===== config.mk =====
export PLATFORM = sky130hd
export DESIGN_NAME = step_sequence_controller
export DESIGN_NICKNAME = d
export VERILOG_FILES = /design/src/rtl/seq_ctrl_pkg.sv /design/src/rtl/step_sequence_controller.sv
export SDC_FILE = /design/constraint.sdc
export NUM_CORES = 1
export LEC_CHECK = 0
export CORE_AREA = 4 4 41 43
export CTS_BUF_LIST = sky130_fd_sc_hd__clkbuf_2
export CTS_CLUSTER_SIZE = 10
export DETAILED_ROUTE_END_ITERATION = 12
export DIE_AREA = 0 0 45 47
export PLACE_DENSITY = 0.79
export RECOVER_POWER = 50
export REMOVE_ABC_BUFFERS = 1
export SLEW_MARGIN = 20
export SYNTH_ARGS = -nofsm -noshare
export SYNTH_HDL_FRONTEND = slang
export SYNTH_SLANG_ARGS = --single-unit

===== constraint.sdc =====
create_clock -name clk -period 3.55 [get_ports clk]
set_clock_uncertainty 0.05 [all_clocks]
set_input_delay 0.71 -clock clk [delete_from_list [all_inputs] [get_ports clk]]
set_output_delay 0.71 -clock clk [all_outputs]
set_load 0.02 [all_outputs]

===== src/rtl/seq_ctrl_pkg.sv =====
// Shared definitions for the step sequence controller: default counter width,
// state encoding and the maximum sequence length.
package seq_ctrl_pkg;

  localparam int unsigned DEF_CNT_W = 4;
  localparam int unsigned MAX_STEPS = 2 ** DEF_CNT_W;

  typedef enum logic [1:0] {
    S_IDLE  = 2'd0,
    S_CLEAR = 2'd1,
    S_RUN   = 2'd2,
    S_DONE  = 2'd3
  } state_e;

endpackage


===== src/rtl/step_sequence_controller.sv =====
// Sequencing FSM in front of an external step counter: clears the counter, issues one
// valid/ready step per count value up to a latched length, then pulses done.
module step_sequence_controller
  import seq_ctrl_pkg::*;
#(
  parameter int unsigned CNT_W = DEF_CNT_W
) (
  input  logic             clk,
  input  logic             reset,
  input  logic             start,
  input  logic             abort,
  input  logic [CNT_W:0]   num_steps,
  input  logic [CNT_W-1:0] count,
  output logic             count_enable,
  output logic             counter_reset,
  output logic             step_valid,
  input  logic             step_ready,
  output logic [CNT_W-1:0] step_idx,
  output logic             last_step,
  output logic             busy,
  output logic             done
);

  // Longest sequence the counter can index: 2**CNT_W.
  localparam logic [CNT_W:0] MaxLen = {1'b1, {CNT_W{1'b0}}};

  state_e           state_q, state_d;
  logic [CNT_W:0]   len_q, len_d;
  logic             last_match;

  always_ff @(posedge clk) begin
    if (reset) begin
      state_q <= S_IDLE;
      len_q   <= '0;
    end else begin
      state_q <= state_d;
      len_q   <= len_d;
    end
  end

  // len_q is never 0 in RUN, so len_q - 1 cannot underflow where it matters.
  assign last_match = ({1'b0, count} == (len_q - 1'b1));

  always_comb begin
    state_d       = state_q;
    len_d         = len_q;
    count_enable  = 1'b0;
    counter_reset = 1'b0;
    step_valid    = 1'b0;
    step_idx      = '0;
    last_step     = 1'b0;
    busy          = 1'b0;
    done          = 1'b0;

    // Outputs are held low for the whole reset cycle regardless of current state.
    if (!reset) begin
      if (state_q != S_IDLE && abort) begin
        counter_reset = 1'b1;
        busy          = 1'b1;
        state_d       = S_IDLE;
      end else begin
        unique case (state_q)
          S_IDLE: begin
            if (start) begin
              len_d   = (num_steps > MaxLen) ? MaxLen : num_steps;
              state_d = (num_steps == '0) ? S_DONE : S_CLEAR;
            end
          end
          S_CLEAR: begin
            counter_reset = 1'b1;
            busy          = 1'b1;
            state_d       = S_RUN;
          end
          S_RUN: begin
            busy         = 1'b1;
            step_valid   = 1'b1;
            step_idx     = count;
            last_step    = last_match;
            count_enable = step_ready;
            if (step_ready && last_match) begin
              state_d = S_DONE;
            end
          end
          S_DONE: begin
            busy    = 1'b1;
            done    = 1'b1;
            state_d = S_IDLE;
          end
          default: state_d = S_IDLE;
        endcase
      end
    end
  end

endmodule


* Yosys cells after proc, flatten, opt, wreduce, memory -nomap -nowiden *
Index checks and enable logic that the tools add are counted.

operators by class
  order comparisons = 1
  $add $sub $neg = 1
  reductions and logical operators = 9
  bitwise operators = 1
  muxes and demuxes = 26
  equal/unequal tests = 6

operator list
  cell                                                                   count
  1-bit two-way mux                                                      18
  4-bit two-way mux                                                      3
  2-bit one-hot mux with 4 select lines                                  1
  2-bit two-way mux                                                      3
  4-bit by 5-bit equality test with 1-bit output                         1
  5-bit > comparator, second input constant                              1
  5-bit logical NOT                                                      1
  5-bit two-way mux                                                      1
  5-bit by 1-bit subtractor with 5-bit output, second input constant     1
  2-bit equality test, second input constant                             2
  2-bit != test, second input constant                                   2
  3-bit AND reduction                                                    1
  3-bit OR reduction                                                     1
  2-bit by 1-bit equality test with 1-bit output, second input constant  1
  1-bit logical AND                                                      2
  2-bit logical NOT                                                      1
  2-bit AND reduction                                                    1
  2-bit nonzero test                                                     1
  2-bit OR reduction                                                     1
  1-bit NOT                                                              1

word-level totals
  word-level logic and storage cells = 46
  output and inout port bits = 10
  bits in registers = 7

* Logic depth before layout (Yosys ltp) *
Gate-level depths: netlist (run 1).

  word-level depth = 5
  depth in mapped cells = 8
  gate-level depth less buffers = 7

* Worst setup path before layout (run 1) *
No wires, ideal clock.

  kind = input port to output port
  from = input reset
  to = output last_step
  arrival = 2.042 ns
  setup slack = 0.748 ns
  path buffers = 1
  stages on the path = 4
  path through = clkbuf_1 a21oi_1 and2_1 nor3b_1

between the ends
  longest elaborated chain between the ends = 1

RTL lines
  what                RTL line                        RTL
  start: declaration  step_sequence_controller.sv:9   input logic reset,
  1-bit two-way mux   step_sequence_controller.sv:56  if (!reset) begin
  end: declaration    step_sequence_controller.sv:19  output logic last_step,

Every way passes these cells.

* Worst setup path in the final report (run 1) *
  from = input count[2]
  to = output last_step

between the ends
  longest elaborated chain between the ends = 4

RTL lines
  what                                            RTL line                        RTL
  start: declaration                              step_sequence_controller.sv:13  input logic [CNT_W-1:0] count,
  4-bit by 5-bit equality test with 1-bit output  step_sequence_controller.sv:42  assign last_match = ({1'b0, count} == (len_q - 1'b1));
  1-bit two-way mux                               step_sequence_controller.sv:62  unique case (state_q)
  1-bit two-way mux                               step_sequence_controller.sv:57  if (state_q != S_IDLE && abort) begin
  1-bit two-way mux                               step_sequence_controller.sv:56

Every way passes these cells.

==> results.txt, run 1 <==
r2r endpoint: state_q[1]
Post-Syn Instances: 75
Final #Nets: 121
Req. time, crit path: 2.79 ns
HPWL Detailed: 1200 µm
r2r startpoint: len_q[0]
Leak: 0.360 nW
total CTS buffers: 3
# setup viols final: 0
max-cap violation count: 0
GRT Max-Usage Layer: met2
Rows: 13
CTS tree: built
largest net degree at the start of global routing: 11
XOR/XNOR Fraction of Synth Area: 8.01%
Layout fillers: 127
sequential-to-total area share from yosys stat: 25.6%
vias per inst: 5.50
Final Hold Viols: 0
Final GP Congestion: 0.828
CP max stage delay: 0.63 ns
M2 GR Usage: 27.7%
Ports: 24
cell area after layout: 823 µm²
first-pass GRT wire length: 2370 µm
WHS Path Cells: 2
# port buffers: 23
Most common cell on crit path: clkdlybuf4s50_1
HP Start: len_q[4]
grt met3 use: 2.30%
Initial Util: 42.0%
Critical Path Fanout Max: 5
die height: 47 µm
buffers and inverters on the worst path: 2
fmax: 297 MHz
area of the multi-input gates: 365 µm²
final hold slack: 0.428 ns
relative slew slack: 80.3%
DR DRC count: 0
initial antenna violation count: 0
Max H-tree Level: 1
RSZ-0062 raised after global routing: no
post-route antenna net violation count: 0
Core ar.: 1300 µm²
synthesized flop and latch total: 7
FF-to-FF setup slack: 1.44 ns
GR Util met1: 17.9%
CTS sink cnt: 7
GRT Total Usage: 15.1%
element type at the critical path end: output port
Overflow after GRT: 0
worst-path cell chain: clkdlybuf4s50_1 > o21ba_1 > a221oi_1 > a21oi_1 > nor3b_1 > clkdlybuf4s50_1
Avg WL per Cell: 13.0 µm
hold buffers post-CTS: 0
critical path's top delay family: buffers and inverters
Reg area: 140 µm²
total negative setup slack: 0 ns
CP max-delay cell: clkdlybuf4s50_1
Initial DRC Count: 19
Setup CP Type: in2out
Area Growth Syn to Fin: 50.6%
Power Dens Cells: 448 nW/µm²
Via Count: 644
maximum VDD drop: 0.000238 V
clk slew on worst S/H paths: 0.09 ns
Synth cell types: 22
Root Buffer Master: clkbuf_2
Post-Synth Adder-Cell Area: 9.15%
Tmin final: 3.37 ns
router iterations before antenna repair: 4
Die Area: 2120 µm²
vias in the first global route: 594
Data arrival, critical path: 2.61 ns
Post-Place Cell Area: 803 µm²
Layout Utilization: 63.3%
Bufs on Longest Clock Path: 2
outcome: finished clean
Simple-Gate Fraction of Synth Area: 30.2%
startpoint types: input port
Skew-Pair Late Insertion Delay: 0.23 ns
Yosys Warn Count: 0
fin. max-slew vios: 0
Mapped Area: 547 µm²
Tcrit/Tclk final: 94.9%
post-cts resize count: 0
worst hold path type: reg2reg
Synth Area in Compound Gates: 17.6%
hold worst-path end: len_q[4]
largest family of logic cells by synthesized area: simple AND/OR/NAND/NOR gates
proportion of synthesized area in mux cells: 1.83%
Die Width: 45 µm
Avg Synthesized Cell Area: 7.29 µm²
WL final: 1520 µm
n_diodes: 0
post-CTS setup buffers: 0
share of post-route cells with drive strength above 1: 5.88%
Worst R2R Path Depth: 7
Slew @ Worst Pin: 0.295 ns
-- state kept, by name, summed over array words and instances (netlist names) --
register and flops:
len_q 5, state_q 2
-- layout by cell type, fill, tap and decap left out, drive strengths merged --
cell type       n
clkbuf          4
ha              4
o21ba           1
nor3            2
a221oi          2
xor2            3
mux2i           1
a21oi          10
nor3b           5
buf             2
or4             1
o22ai           1
or3             1
nand2           3
dfxtp           7
dlygate4sd3     2
o31ai           1
and3            5
clkdlybuf4s50  21
nor2            9
and2            2
nand3           3
o21ai           1
inv             9
xnor2           2
-- synth_stat cells, drive strengths merged --
master / number / area share [%]
a21oi: 10 / 9.2
inv: 9 / 6.2
or3: 1 / 1.1
o21ai: 1 / 0.91
nand2: 3 / 2.1
nor2: 9 / 6.2
and2: 2 / 2.3
or4: 1 / 1.4
dfxtp: 7 / 26
ha: 4 / 9.2
xnor2: 2 / 3.2
nor3b: 5 / 6.9
nand3: 3 / 2.7
o31ai: 1 / 1.4
xor2: 3 / 4.8
clkbuf: 2 / 1.4
nor3: 2 / 1.8
a221oi: 2 / 3.2
mux2i: 1 / 1.8
o21ba: 1 / 1.8
and3: 5 / 5.7
o22ai: 1 / 1.1
-- cell type report --
type | instances | area share [%]
Timing Repair Buffer | 25 | 29.8
Sequential cell | 7 | 17.0
Inverter | 9 | 4.10
Multi-Input combinational cell | 57 | 44.4
Clock buffer | 4 | 2.43
Tap cell | 15 | 2.28
-- logic make-up (layout without fill, tap and decap cells) --
group,Yosys count,after routing
flip-flops,7,7
AO/OA/AOI/OAI,16,16
multiplexers,1,1
AND/OR/NAND/NOR,31,31
buffers and inverters,11,38
adder cells (fa/ha/maj),4,4
XOR/XNOR,5,5
-- power breakdown --
group	switching, mW	total, mW	internal (mW)
Sequential	0.0170	0.110	0.0935
Clock	0.0318	0.0618	0.0300
Combinational	0.106	0.197	0.0908
-- per-layer routing --
| metal | up-vias | wire length [µm] |
|---|---|---|
| met4 | 0 | 15 |
| met5 | - | 0 |
| li1 | 312 | - |
| met1 | 296 | 650 |
| met2 | 33 | 739 |
| met3 | 3 | 115 |
-- per-stage QoR --
step | cells | setup slack [ns] | total power [mW]
2_1_floorplan | 73 | 0.915 | 0.235
3_3_place_gp | 113 | 0.194 | 0.303
3_5_place_dp | 113 | 0.167 | 0.309
4_1_cts | 117 | 0.156 | 0.370
5_1_grt | 117 | 0.0104 | 0.397
6_report | 117 | 0.181 | 0.369
-- worst reg2reg max path, stage by stage (launching register included) --
cell	delay, ns
dfxtp_1	0.40
inv_1	0.07
ha_1	0.24
o21ba_1	0.20
a221oi_1	0.27
a21oi_1	0.10
or3_1	0.42
a221oi_1	0.28
-- worst max path at each step --
stage / to / cells past startpoint / startpoint
final: last_step / 6 / count[2]
after floorplan: last_step / 3 / abort
after global routing: last_step / 6 / count[2]
after detailed placement: last_step / 6 / count[2]
after global placement: last_step / 6 / count[2]
after CTS: last_step / 6 / count[2]
Power figures use the tool's default switching activity.
==> run 2, diff against run 1 <==
--- a/config.mk
+++ b/config.mk
@@ -5,11 +5,11 @@
 export SDC_FILE = /design/constraint.sdc
 export NUM_CORES = 1
 export LEC_CHECK = 0
-export CORE_AREA = 4 4 41 43
+export CORE_AREA = 8 8 45 47
 export CTS_BUF_LIST = sky130_fd_sc_hd__clkbuf_2
 export CTS_CLUSTER_SIZE = 10
 export DETAILED_ROUTE_END_ITERATION = 12
-export DIE_AREA = 0 0 45 47
+export DIE_AREA = 0 0 53 55
 export PLACE_DENSITY = 0.79
 export RECOVER_POWER = 50
 export REMOVE_ABC_BUFFERS = 1
==> results.txt, run 2 (synthesized netlist as in run 1, its figures left out) <==
post-route antenna net violation count: 0
maximum VDD drop: 0.000333 V
HPWL Detailed: 1220 µm
Logic pwr share: 52.5%
Rows: 14
Overflow after GRT: 0
total negative setup slack: 0 ns
r2r startpoint: len_q[0]
r2r endpoint: state_q[1]
router iterations before antenna repair: 4
CTS sink cnt: 7
largest net degree at the start of global routing: 11
placed cells: 114
# setup viols final: 0
GRT Total Usage: 11.9%
register share of total power: 30.3%
Root Buffer Master: clkbuf_2
relative slew slack: 81.2%
Avg WL per Cell: 13.0 µm
Leak: 0.379 nW
Bufs on Longest Clock Path: 2
n_diodes: 0
Largest Register: len_q
Largest register FFs: 5
clk slew on worst S/H paths: 0.07 ns
Initial DRC Count: 8
RSZ-0062 raised after global routing: no
FF-to-FF setup slack: 1.45 ns
Power Total: 0.369 mW
# port buffers: 23
Critical Path Fanout Max: 5
post-cts resize count: 0
die height: 55 µm
Initial Util: 39.5%
Slew @ Worst Pin: 0.282 ns
Final #Nets: 121
fin. max-slew vios: 0
max-cap violation count: 0
worst hold path type: reg2reg
Worst R2R Path Depth: 7
Ports: 24
DR DRC count: 0
Setup CP Type: in2out
Worst setup endpoint: last_step
final hold slack: 0.430 ns
Via Count: 608
Req. time, crit path: 2.79 ns
WL final: 1540 µm
initial antenna violation count: 0
CTS tree: built
Final Hold Viols: 0
Tcrit/Tclk final: 89.1%
share of post-route cells with drive strength above 1: 5.88%
Die Width: 53 µm
Layout fillers: 142
most frequent cells in the layout: clkdlybuf4s50_1, a21oi_1, inv_1, nor2_1, dfxtp_1
cell-internal power: 0.214 mW
Tmin final: 3.16 ns
Max H-tree Level: 1
startpoint types: input port
most common cell after layout, fill and taps aside: clkdlybuf4s50_1
Area Growth Syn to Fin: 51.3%
post-CTS setup buffers: 0
biggest regs: len_q x5, state_q x2
vias per inst: 5.15
vias in the first global route: 574
Data arrival, critical path: 2.40 ns
hold buffers post-CTS: 0
crit path from: count[2]
Sw Ratio: 42.0%
Net Switching: 0.155 mW
fmax: 316 MHz
total CTS buffers: 3
first-pass GRT wire length: 2620 µm
outcome: finished clean
final cell count without fillers: 118
Final GP Congestion: 0.850
clock share of power: 17.3%
Skew-Pair Late Insertion Delay: 0.25 ns
Power Dens Cells: 446 nW/µm²
Die Area: 2920 µm²
element type at the critical path end: output port
Core ar.: 1380 µm²
[run 2: changes by cell type in the layout (fill, tap and decap cells not counted), sizes merged]
cell,before,now
clkdlybuf4s50,21,19
dlygate4sd3,2,3
dlymetal6s2s,0,1
[run 2: final cells by class]
| type | instances | area [µm²] | area share, % |
|---|---|---|---|
| flip-flops and latches | 7 | 140 | 16.9 |
| inverters | 9 | 33.8 | 4.08 |
| repair buffers | 25 | 248 | 30.0 |
| multi-input cells | 57 | 365 | 44.2 |
| well taps | 16 | 20.0 | 2.42 |
| clock buffers | 4 | 20.0 | 2.42 |
[run 2: worst min-delay path by stage]
stage / startpoint / end / cells after the start
2_1_floorplan: len_q[4] / len_q[4] / 2
6_report: len_q[4] / len_q[4] / 2
4_1_cts: len_q[4] / len_q[4] / 2
5_1_grt: len_q[4] / len_q[4] / 2
3_5_place_dp: len_q[4] / len_q[4] / 2
3_3_place_gp: len_q[4] / len_q[4] / 2
[run 2: power groups by stage]
stage | registers (mW) | clock network [mW] | logic, mW
3_3_place_gp | 0.112 | 0 | 0.192
2_1_floorplan | 0.108 | 0 | 0.127
4_1_cts | 0.111 | 0.0635 | 0.196
5_1_grt | 0.114 | 0.0708 | 0.217
6_report | 0.112 | 0.0637 | 0.194
3_5_place_dp | 0.113 | 0 | 0.194
[run 2: per-stage QoR]
step	worst slack (ns)	util (%)	area (µm²)
floorplan	0.915	-	539
global placement	0.179	58.1	805
detailed placement	0.0669	58.1	805
CTS	0.0692	59.6	825
global route	0.266	59.8	827
finish	0.388	59.8	827
[run 2: layer usage]
layer | vias up | share of wire (%) | track usage (%) | wire length, µm
met1 | 274 | 45 | 13.4 | 688
met5 | - | 0 | 0 | 0
met4 | 0 | 0.59 | 6.47 | 9
met3 | 2 | 6.6 | 3.74 | 101
met2 | 18 | 48 | 19.5 | 736
li1 | 314 | - | - | -
[run 2: critical path: stages]
cell            delay (ns)
dlygate4sd3_1         0.61
o21ba_1               0.19
a221oi_1              0.27
a21oi_1               0.11
nor3b_1               0.25
dlymetal6s2s_1        0.26
